`src/rtl/mem_bus_arbiter_pkg.sv`:
```
// rtl/mem_bus_arbiter_pkg.sv - region codes, master IDs and FSM states shared by the bus arbiter
package mem_bus_arbiter_pkg;

    typedef enum logic [1:0] {
        ST_IDLE   = 2'b00,
        ST_ACCESS = 2'b01,
        ST_RESP   = 2'b10
    } state_t;

    localparam logic [1:0] REG_RAM  = 2'b00;
    localparam logic [1:0] REG_MMIO = 2'b01;
    localparam logic [1:0] REG_ROM  = 2'b10;
    localparam logic [1:0] REG_NONE = 2'b11;

    localparam logic [1:0] M_DBG  = 2'd0;
    localparam logic [1:0] M_CPU  = 2'd1;
    localparam logic [1:0] M_DMA  = 2'd2;
    localparam logic [1:0] M_NONE = 2'd3;

    // The debug unit may always patch ROM; everyone else is refused when protection is on.
    function automatic logic access_blocked(input logic [1:0] master, input logic [1:0] region,
                                            input logic write, input logic rom_wp);
        return (region == REG_NONE) ||
               (rom_wp && (master != M_DBG) && (region == REG_ROM) && write);
    endfunction

endpackage

```
`src/rtl/mem_bus_arbiter_arb_rr2.sv`:
```
// rtl/mem_bus_arbiter_arb_rr2.sv - two-request round-robin picker (pick 0 = m1, 1 = m2)
module arb_rr2 (
    input  logic [1:0] req,
    input  logic       last,
    output logic       pick
);

    assign pick = (req == 2'b11) ? ~last : req[1];

endmodule

```
`src/rtl/mem_bus_arbiter.sv`:
```
// rtl/mem_bus_arbiter.sv - three-master memory bus arbiter with region decode and ROM write protection
module mem_bus_arbiter
    import mem_bus_arbiter_pkg::*;
#(
    parameter int WAIT_STATES = 0,
    parameter bit ROM_WP      = 1'b1
) (
    input  logic        clk,
    input  logic        n_reset,
    input  logic        m0_valid,
    input  logic [31:0] m0_adr,
    input  logic [31:0] m0_wdata,
    input  logic [3:0]  m0_wstrb,
    output logic [31:0] m0_rdata,
    output logic        m0_ready,
    output logic        m0_err,
    input  logic        m1_valid,
    input  logic [31:0] m1_adr,
    input  logic [31:0] m1_wdata,
    input  logic [3:0]  m1_wstrb,
    output logic [31:0] m1_rdata,
    output logic        m1_ready,
    output logic        m1_err,
    input  logic        m2_valid,
    input  logic [31:0] m2_adr,
    input  logic [31:0] m2_wdata,
    input  logic [3:0]  m2_wstrb,
    output logic [31:0] m2_rdata,
    output logic        m2_ready,
    output logic        m2_err,
    output logic [31:0] s_adr,
    output logic [31:0] s_wdata,
    output logic [3:0]  s_wstrb,
    output logic        ram_sel,
    output logic        mmio_sel,
    output logic        rom_sel,
    input  logic [31:0] s_rdata
);

    state_t      state;
    logic [1:0]  grant;
    logic [1:0]  region;
    logic        blocked;
    logic [3:0]  wait_cnt;
    logic        rr_last;
    logic        rr_pick;
    logic [1:0]  win;
    logic [1:0]  win_region;
    logic        win_write;
    logic [31:0] g_adr;
    logic [31:0] g_wdata;
    logic [3:0]  g_wstrb;
    logic [31:0] resp_data;
    logic        active;
    logic        resp;

    arb_rr2 u_rr (
        .req  ({m2_valid, m1_valid}),
        .last (rr_last),
        .pick (rr_pick)
    );

    always_comb begin
        win = M_NONE;
        if (m0_valid)
            win = M_DBG;
        else if (m1_valid || m2_valid)
            win = rr_pick ? M_DMA : M_CPU;
    end

    always_comb begin
        win_region = REG_RAM;
        win_write  = 1'b0;
        case (win)
            M_DBG: begin win_region = m0_adr[17:16]; win_write = |m0_wstrb; end
            M_CPU: begin win_region = m1_adr[17:16]; win_write = |m1_wstrb; end
            M_DMA: begin win_region = m2_adr[17:16]; win_write = |m2_wstrb; end
            default: ;
        endcase
    end

    // Address/data follow the granted master live; it holds them until ready.
    always_comb begin
        g_adr   = 32'h0;
        g_wdata = 32'h0;
        g_wstrb = 4'h0;
        case (grant)
            M_DBG: begin g_adr = m0_adr; g_wdata = m0_wdata; g_wstrb = m0_wstrb; end
            M_CPU: begin g_adr = m1_adr; g_wdata = m1_wdata; g_wstrb = m1_wstrb; end
            M_DMA: begin g_adr = m2_adr; g_wdata = m2_wdata; g_wstrb = m2_wstrb; end
            default: ;
        endcase
    end

    // rr_last = 1 means m2 was the most recent m1/m2 grant.
    always_ff @(posedge clk or negedge n_reset) begin
        if (!n_reset) begin
            state    <= ST_IDLE;
            grant    <= M_NONE;
            region   <= REG_RAM;
            blocked  <= 1'b0;
            wait_cnt <= 4'h0;
            rr_last  <= 1'b1;
        end else begin
            case (state)
                ST_IDLE: begin
                    if (win != M_NONE) begin
                        state    <= ST_ACCESS;
                        grant    <= win;
                        region   <= win_region;
                        blocked  <= access_blocked(win, win_region, win_write, ROM_WP);
                        wait_cnt <= 4'(WAIT_STATES);
                        if (win != M_DBG)
                            rr_last <= (win == M_DMA);
                    end
                end
                ST_ACCESS: begin
                    if (wait_cnt == 4'h0)
                        state <= ST_RESP;
                    else
                        wait_cnt <= wait_cnt - 4'd1;
                end
                ST_RESP: begin
                    state <= ST_IDLE;
                    grant <= M_NONE;
                end
                default: begin
                    state <= ST_IDLE;
                    grant <= M_NONE;
                end
            endcase
        end
    end

    assign active    = (state == ST_ACCESS) || (state == ST_RESP);
    assign resp      = (state == ST_RESP);
    assign resp_data = blocked ? 32'h0 : s_rdata;

    assign s_adr    = active ? g_adr : 32'h0;
    assign s_wdata  = active ? g_wdata : 32'h0;
    // Strobes only in ACCESS so an MMIO FIFO never sees the same write twice.
    assign s_wstrb  = ((state == ST_ACCESS) && !blocked) ? g_wstrb : 4'h0;
    assign ram_sel  = active && (region == REG_RAM);
    assign mmio_sel = active && (region == REG_MMIO);
    assign rom_sel  = active && (region == REG_ROM);

    assign m0_ready = resp && (grant == M_DBG);
    assign m1_ready = resp && (grant == M_CPU);
    assign m2_ready = resp && (grant == M_DMA);
    assign m0_err   = m0_ready && blocked;
    assign m1_err   = m1_ready && blocked;
    assign m2_err   = m2_ready && blocked;
    assign m0_rdata = m0_ready ? resp_data : 32'h0;
    assign m1_rdata = m1_ready ? resp_data : 32'h0;
    assign m2_rdata = m2_ready ? resp_data : 32'h0;

endmodule
```
`config.mk`:
```
export PLATFORM = sky130hd
export DESIGN_NAME = mem_bus_arbiter
export DESIGN_NICKNAME = d
export VERILOG_FILES = /design/src/rtl/mem_bus_arbiter_pkg.sv /design/src/rtl/mem_bus_arbiter_arb_rr2.sv /design/src/rtl/mem_bus_arbiter.sv
export SDC_FILE = /design/constraint.sdc
export NUM_CORES = 1
export LEC_CHECK = 0
export CAP_MARGIN = 20
export CORE_AREA = 4 4 158 160
export CTS_CLUSTER_SIZE = 25
export DETAILED_ROUTE_END_ITERATION = 12
export DIE_AREA = 0 0 162 164
export PLACE_DENSITY_LB_ADDON = 0.2
export SETUP_SLACK_MARGIN = 0.15
export SLEW_MARGIN = 20
export SYNTH_ARGS = -nofsm -noshare
export SYNTH_HDL_FRONTEND = slang
export SYNTH_HIERARCHICAL = 1
export SYNTH_SLANG_ARGS = --single-unit
```
`constraint.sdc`:
```
create_clock -name clk -period 6.6 [get_ports clk]
set_clock_uncertainty 0.2 [all_clocks]
set_input_delay 1.98 -clock clk [delete_from_list [all_inputs] [get_ports clk]]
set_output_delay 1.98 -clock clk [all_outputs]
set_load 0.05 [all_outputs]
```
Word-level counts from Yosys, hierarchy flattened
Cells that the tools add are included.
{"block": "totals", "register_bits": 12, "romBits": 0, "latch_bits": 0, "memories": 0, "input_bits": 241, "word_cells": 79, "output_inout_bits": 173, "mem_bits_rw": 0}
{"block": "op_classes", "mux": 24, "n_reduce_logical": 31, "bitwise_logic": 2, "eq_ne": 15, "div": 0, "mul": 0, "n_shift": 0, "add_sub_neg": 1, "n_lt_le_gt_ge": 0}
{"operator": "32-bit two-way mux", "n": 6}
{"operator": "32-bit case mux with 3 select lines", "n": 2}
{"operator": "2-bit equality test, second input constant", "n": 7}
{"operator": "1-bit logical AND", "n": 12}
{"operator": "2-bit two-way mux", "n": 6}
{"operator": "4-bit two-way mux", "n": 3}
{"operator": "4-bit case mux with 3 select lines", "n": 1}
{"operator": "4-bit OR reduction", "n": 3}
{"operator": "2-bit by 1-bit equality test with 1-bit output, second input constant", "n": 4}
{"operator": "2-bit zero test", "n": 4}
{"operator": "2-bit inequality test, second input constant", "n": 4}
{"operator": "2-bit case mux with 2 select lines", "n": 2}
{"operator": "4-bit case mux with 2 select lines", "n": 1}
{"operator": "2-bit case mux with 3 select lines", "n": 1}
{"operator": "2-bit AND reduction", "n": 3}
{"operator": "3-bit AND reduction", "n": 2}
{"operator": "4-bit zero test", "n": 1}
{"operator": "2-bit nonzero test", "n": 2}
{"operator": "4-bit by 1-bit subtractor with 4-bit output, second input constant", "n": 1}
{"operator": "1-bit logical OR", "n": 3}
{"operator": "1-bit case mux with 3 select lines", "n": 1}
{"operator": "1-bit NOT", "n": 2}
{"operator": "1-bit zero test", "n": 1}
{"operator": "1-bit two-way mux", "n": 1}

Longest topological paths before layout
{"block": "logic_depth", "ltp_word": 11, "mapped_depth": 7, "depth_no_buf": 6}

By module
The synthesis kept the hierarchy.
{"module": "mem_bus_arbiter", "area_per_inst_um2": 3290.7, "n_inst": 1, "cells_each": 557}
{"module": "arb_rr2", "area_per_inst_um2": 11.3, "n_inst": 1, "cells_each": 1}

Worst setup path before layout
No wires, ideal clock.
{"block": "synth_path", "path_kind": "input-to-output", "start": "in m2_wstrb[0]", "end": "out s_wstrb[0]", "t_arrival_ns": 2.798, "slack_ns": 1.622, "cell_stages": 4, "path_buffers": 0, "path_cell_list": "mux2i_1 > nor2_1 > a21oi_1 > nor2_1"}
{"block": "synth_via", "elab_chain_len": 2}
{"item": "start: declaration", "line": "mem_bus_arbiter.sv:27", "text": "input logic [3:0] m2_wstrb,"}
{"item": "4-bit case mux with 3 select lines", "line": "mem_bus_arbiter.sv:87", "text": "case (grant)"}
{"item": "4-bit two-way mux", "line": "mem_bus_arbiter.sv:142", "text": "assign s_wstrb = ((state == ST_ACCESS) && !blocked) ? g_wstrb : 4'h0;"}
{"item": "end: declaration", "line": "mem_bus_arbiter.sv:33", "text": "output logic [3:0] s_wstrb,"}
No other way between the ends.

Worst setup path after layout
{"block": "layout_path", "start": "in m2_wdata[28]", "end": "out s_wdata[28]"}
{"block": "layout_via", "elab_chain_len": 2}
{"item": "start: declaration", "line": "mem_bus_arbiter.sv:26", "text": "input logic [31:0] m2_wdata,"}
{"item": "32-bit case mux with 3 select lines", "line": "mem_bus_arbiter.sv:87"}
{"item": "32-bit two-way mux", "line": "mem_bus_arbiter.sv:140", "text": "assign s_wdata = active ? g_wdata : 32'h0;"}
{"item": "end: declaration", "line": "mem_bus_arbiter.sv:32", "text": "output logic [31:0] s_wdata,"}
No other way between the ends.

==> reports/results.tsv <==
stage	metric	value	unit
outcome	status	finished, final reports clean	
floorplanning	ios	414	
logic_synthesis	ys_ff_latch	12	
timing	relSlewSlack	0.440	
global_routing	grt_pass1_wl	30600	µm
worst_setup_path	rr_startpoint	wait_cnt[0]$_DFFE_PN0P_	
placed_design	place_congestion	0.774	
placed_design	port_buffers	413	
logic_synthesis	synth_compound_area_frac	0.155	
global_routing	grt_util_all_layers	0.146	
global_routing	overflow	0	
timing	max_freq	167	MHz
worst_setup_path	critical_path_class	primary input to output pin	
clocking	cts_buffer_depth	2	
logic_synthesis	ys_seq_area_frac	0.0921	
logic_synthesis	synthCells	558	
route	wl_per_cell	17.4	µm
placed_design	post-place-ws	0.604	ns
cells_and_area	drive_gt1_frac	0.0257	
clocking	postCtsSetupBuffers	0	
worst_setup_path	cp-end-kind	output pin	
logic_synthesis	avgSynthCellArea	5.92	µm²
placed_design	dpl.cell_count	1250	
global_routing	grt_pass1_vias	4773	
hold_path	min_to	blocked$_DFFE_PN0P_	
hold_path	hold_class	flop to flop	
logic_synthesis	synth_top_family_by_area	simple AND/OR/NAND/NOR gates	
clocking	cts_hold_buf	0	
timing	whs	0.330	ns
clocking	cts_root_buffer	clkbuf_16	
power	peakVddDrop	228	µV
power	clock_power_share	0.041	
worst_setup_path	rr_endpoint	wait_cnt[0]$_DFFE_PN0P_	
timing	finalHoldViolCount	0	
logic_synthesis	netlist_area	3300	µm²
timing	setup_viol	0	
global_routing	antenna_found_initial	1	
route	drc	0	
worst_setup_path	worstPathArrival	3.81	ns
global_routing	grt_max_degree	74	
logic_synthesis	syn-num-nets	804	
floorplanning	die_width	162	µm
power	switching_power	1850	µW
clocking	clk_pin_slew	0.05	ns
power	p_int	1190	µW
floorplanning	die-height	164	µm
power	pwr-share-comb	0.895	
global_routing	grt_busiest_layer	met2	
power	p_sw_frac	0.609	
route	wirelength	21800	µm
logic_synthesis	synth-xor-area-share	0	
timing	tns	0	ns
logic_synthesis	yosys_warnings	6	
power	seqPwrFrac	0.064	
route	dr_total_vias	5057	
clocking	numCtsBuffers	3	
timing	tightest_slew	0.838	ns
flow_run	maxCapViolCount	0	
clocking	cts_tree	done	
logic_synthesis	synthAdderAreaFrac	0.0189	
cells_and_area	area_delta_synth_final	135	%
route	ant_nets	0	
clocking	cts_num_sinks	12	
power	leakage	0.00308	µW
worst_setup_path	crit_fanout	1	
global_routing	grt_util_met1	0.177	
route	drt_iter0_drc	258	
power	power_density	390	nW/µm²
worst_setup_path	worstRegToRegCells	6	
floorplanning	start_util	0.141	
hold_path	hold_depth	2	
global_routing	gr-usage-met2	0.278	
cells_and_area	finalNonFillerCells	1255	
route	via_per_inst	4.03	
global_routing	grt_use_met3	0.0291	
worst_setup_path	worst_ep_required_time	4.42	ns
worst_setup_path	r2r_setup_slack	4.62	ns
power	p_total	3030	µW
timing	rsz0062_at_grt	false	
floorplanning	core	23400	µm²
clocking	insertion_delay	0.24	ns
timing	drv_slew	0	
timing	period_needed	5.99	ns
route	first_pass_iters	4	
placed_design	dpl.hpwl	17800	µm
logic_synthesis	ys_types	38	
hold_path	min_from	blocked$_DFFE_PN0P_	
worst_setup_path	start_kind	primary input	
timing	setup_ws	0.605	ns
clocking	h-tree-depth	1	
floorplanning	dieArea	26600	µm²
floorplanning	row_count	56	
cells_and_area	final_nets	1182	
logic_synthesis	synthMuxAreaShare	0.216	
clocking	cts_resized	0	
logic_synthesis	synth-simple-area-share	0.437	
timing	period_share	0.908	
[synthesized netlist by cell type]
master / n / area [µm²]
nor3_1: 5 / 25.0
nor2_1: 118 / 443
a21oi_1: 14 / 70.1
o21a_1: 1 / 7.51
nor3b_1: 3 / 22.5
nor3_4: 1 / 16.3
clkinv_1: 1 / 3.75
nor2b_1: 3 / 18.8
and3_1: 2 / 12.5
buf_4: 3 / 22.5
nand3_1: 4 / 20.0
a21boi_2: 1 / 11.3
nand2_1: 104 / 390
or4b_4: 1 / 13.8
clkbuf_1: 26 / 97.6
inv_1: 9 / 33.8
nand2b_1: 1 / 6.26
buf_2: 17 / 85.1
o22ai_1: 1 / 6.26
and3b_1: 1 / 8.76
buf_6: 1 / 11.3
and2_4: 1 / 8.76
nor4_1: 3 / 18.8
nand4_1: 1 / 6.26
nand3b_1: 2 / 15.0
a22oi_1: 1 / 7.51
o21ai_0: 74 / 370
a311o_1: 1 / 10.0
ha_1: 5 / 62.6
a221o_1: 2 / 20.0
a41oi_1: 1 / 8.76
mux2i_1: 70 / 701
or3b_1: 2 / 17.5
mux2_2: 1 / 11.3
dfrtp_1: 9 / 225
clkbuf_8: 1 / 13.8
and2_1: 64 / 400
dfstp_2: 3 / 78.8
[worst max-delay path by stage]
stage / from / endpoint / slack (ns) / cells past startpoint
2_1_floorplan: m2_wstrb[0] / s_wstrb[0] / 1.62 / 4
3_3_place_gp: m2_wdata[28] / s_wdata[28] / 0.61 / 5
3_5_place_dp: m2_wdata[28] / s_wdata[28] / 0.60 / 5
4_1_cts: m2_wdata[28] / s_wdata[28] / 0.59 / 5
5_1_grt: m2_wdata[28] / s_wdata[28] / 0.54 / 5
6_report: m2_wdata[28] / s_wdata[28] / 0.61 / 5
[state kept, by name (all words and copies together) (netlist names)]
name	count
grant	2
region	2
state	2
rr_last	1
wait_cnt	4
blocked	1
[metal layers]
metal  vias up  routed length, µm
li1       2591                  -
met1      2256               8590
met2       198              11600
met3        12               1450
met4         0                157
met5         -                  0
[power by group through the flow]
stage	logic (µW)	clock network [µW]	registers, µW
after detailed placement	2740	0	197
after floorplan	1870	0	138
after CTS	2750	129	196
after global placement	2750	0	197
final	2710	125	194
after global routing	2900	132	202
[critical path, stage by stage]
cell and delay [ns]:
clkdlybuf4s50_1 0.47, mux2i_1 0.10, o21ai_0 0.25, and2_1 0.16, clkdlybuf4s50_1 0.84
[metrics by stage]
stage | util | area [µm²]
after detailed placement | 0.328 | 7670
after global routing | 0.332 | 7770
after CTS | 0.332 | 7760
final | 0.332 | 7770
after floorplan | - | 3300
after global placement | 0.328 | 7670
[layout make-up]
type	count	area, µm²
antenna	1	2.50
clock buffer	4	88.8
fill	2550	15600
inverter	10	37.5
multi-input combinational	488	2750
sequential	12	308
tap	319	399
timing repair buffer	421	4190
[cell families after synthesis]
family	count (synthesis)
adders and majority gates	5
muxes	71
buffers and inverters	58
and+or+nand+nor	316
DFF	12
AOI/OAI and AO/OA	96
[placed cells by master, fill, tap and decap left out, types with 2 or more instances in the layout]
master           count
or3b_1               2
clkbuf_16            3
nand3_1              4
nor2b_1              2
and2_1              64
nor4_1               3
nand3b_1             2
a221o_1              2
nor3_1               5
nor3b_1              3
ha_1                 4
nor2_1             118
and3_1               2
mux2i_1             70
buf_4               10
inv_1                9
o21ai_0             74
a21oi_1             14
clkdlybuf4s50_1    411
nand2_1            104
dfrtp_1              9
dfstp_2              2
(Power assumes the default switching activity.)
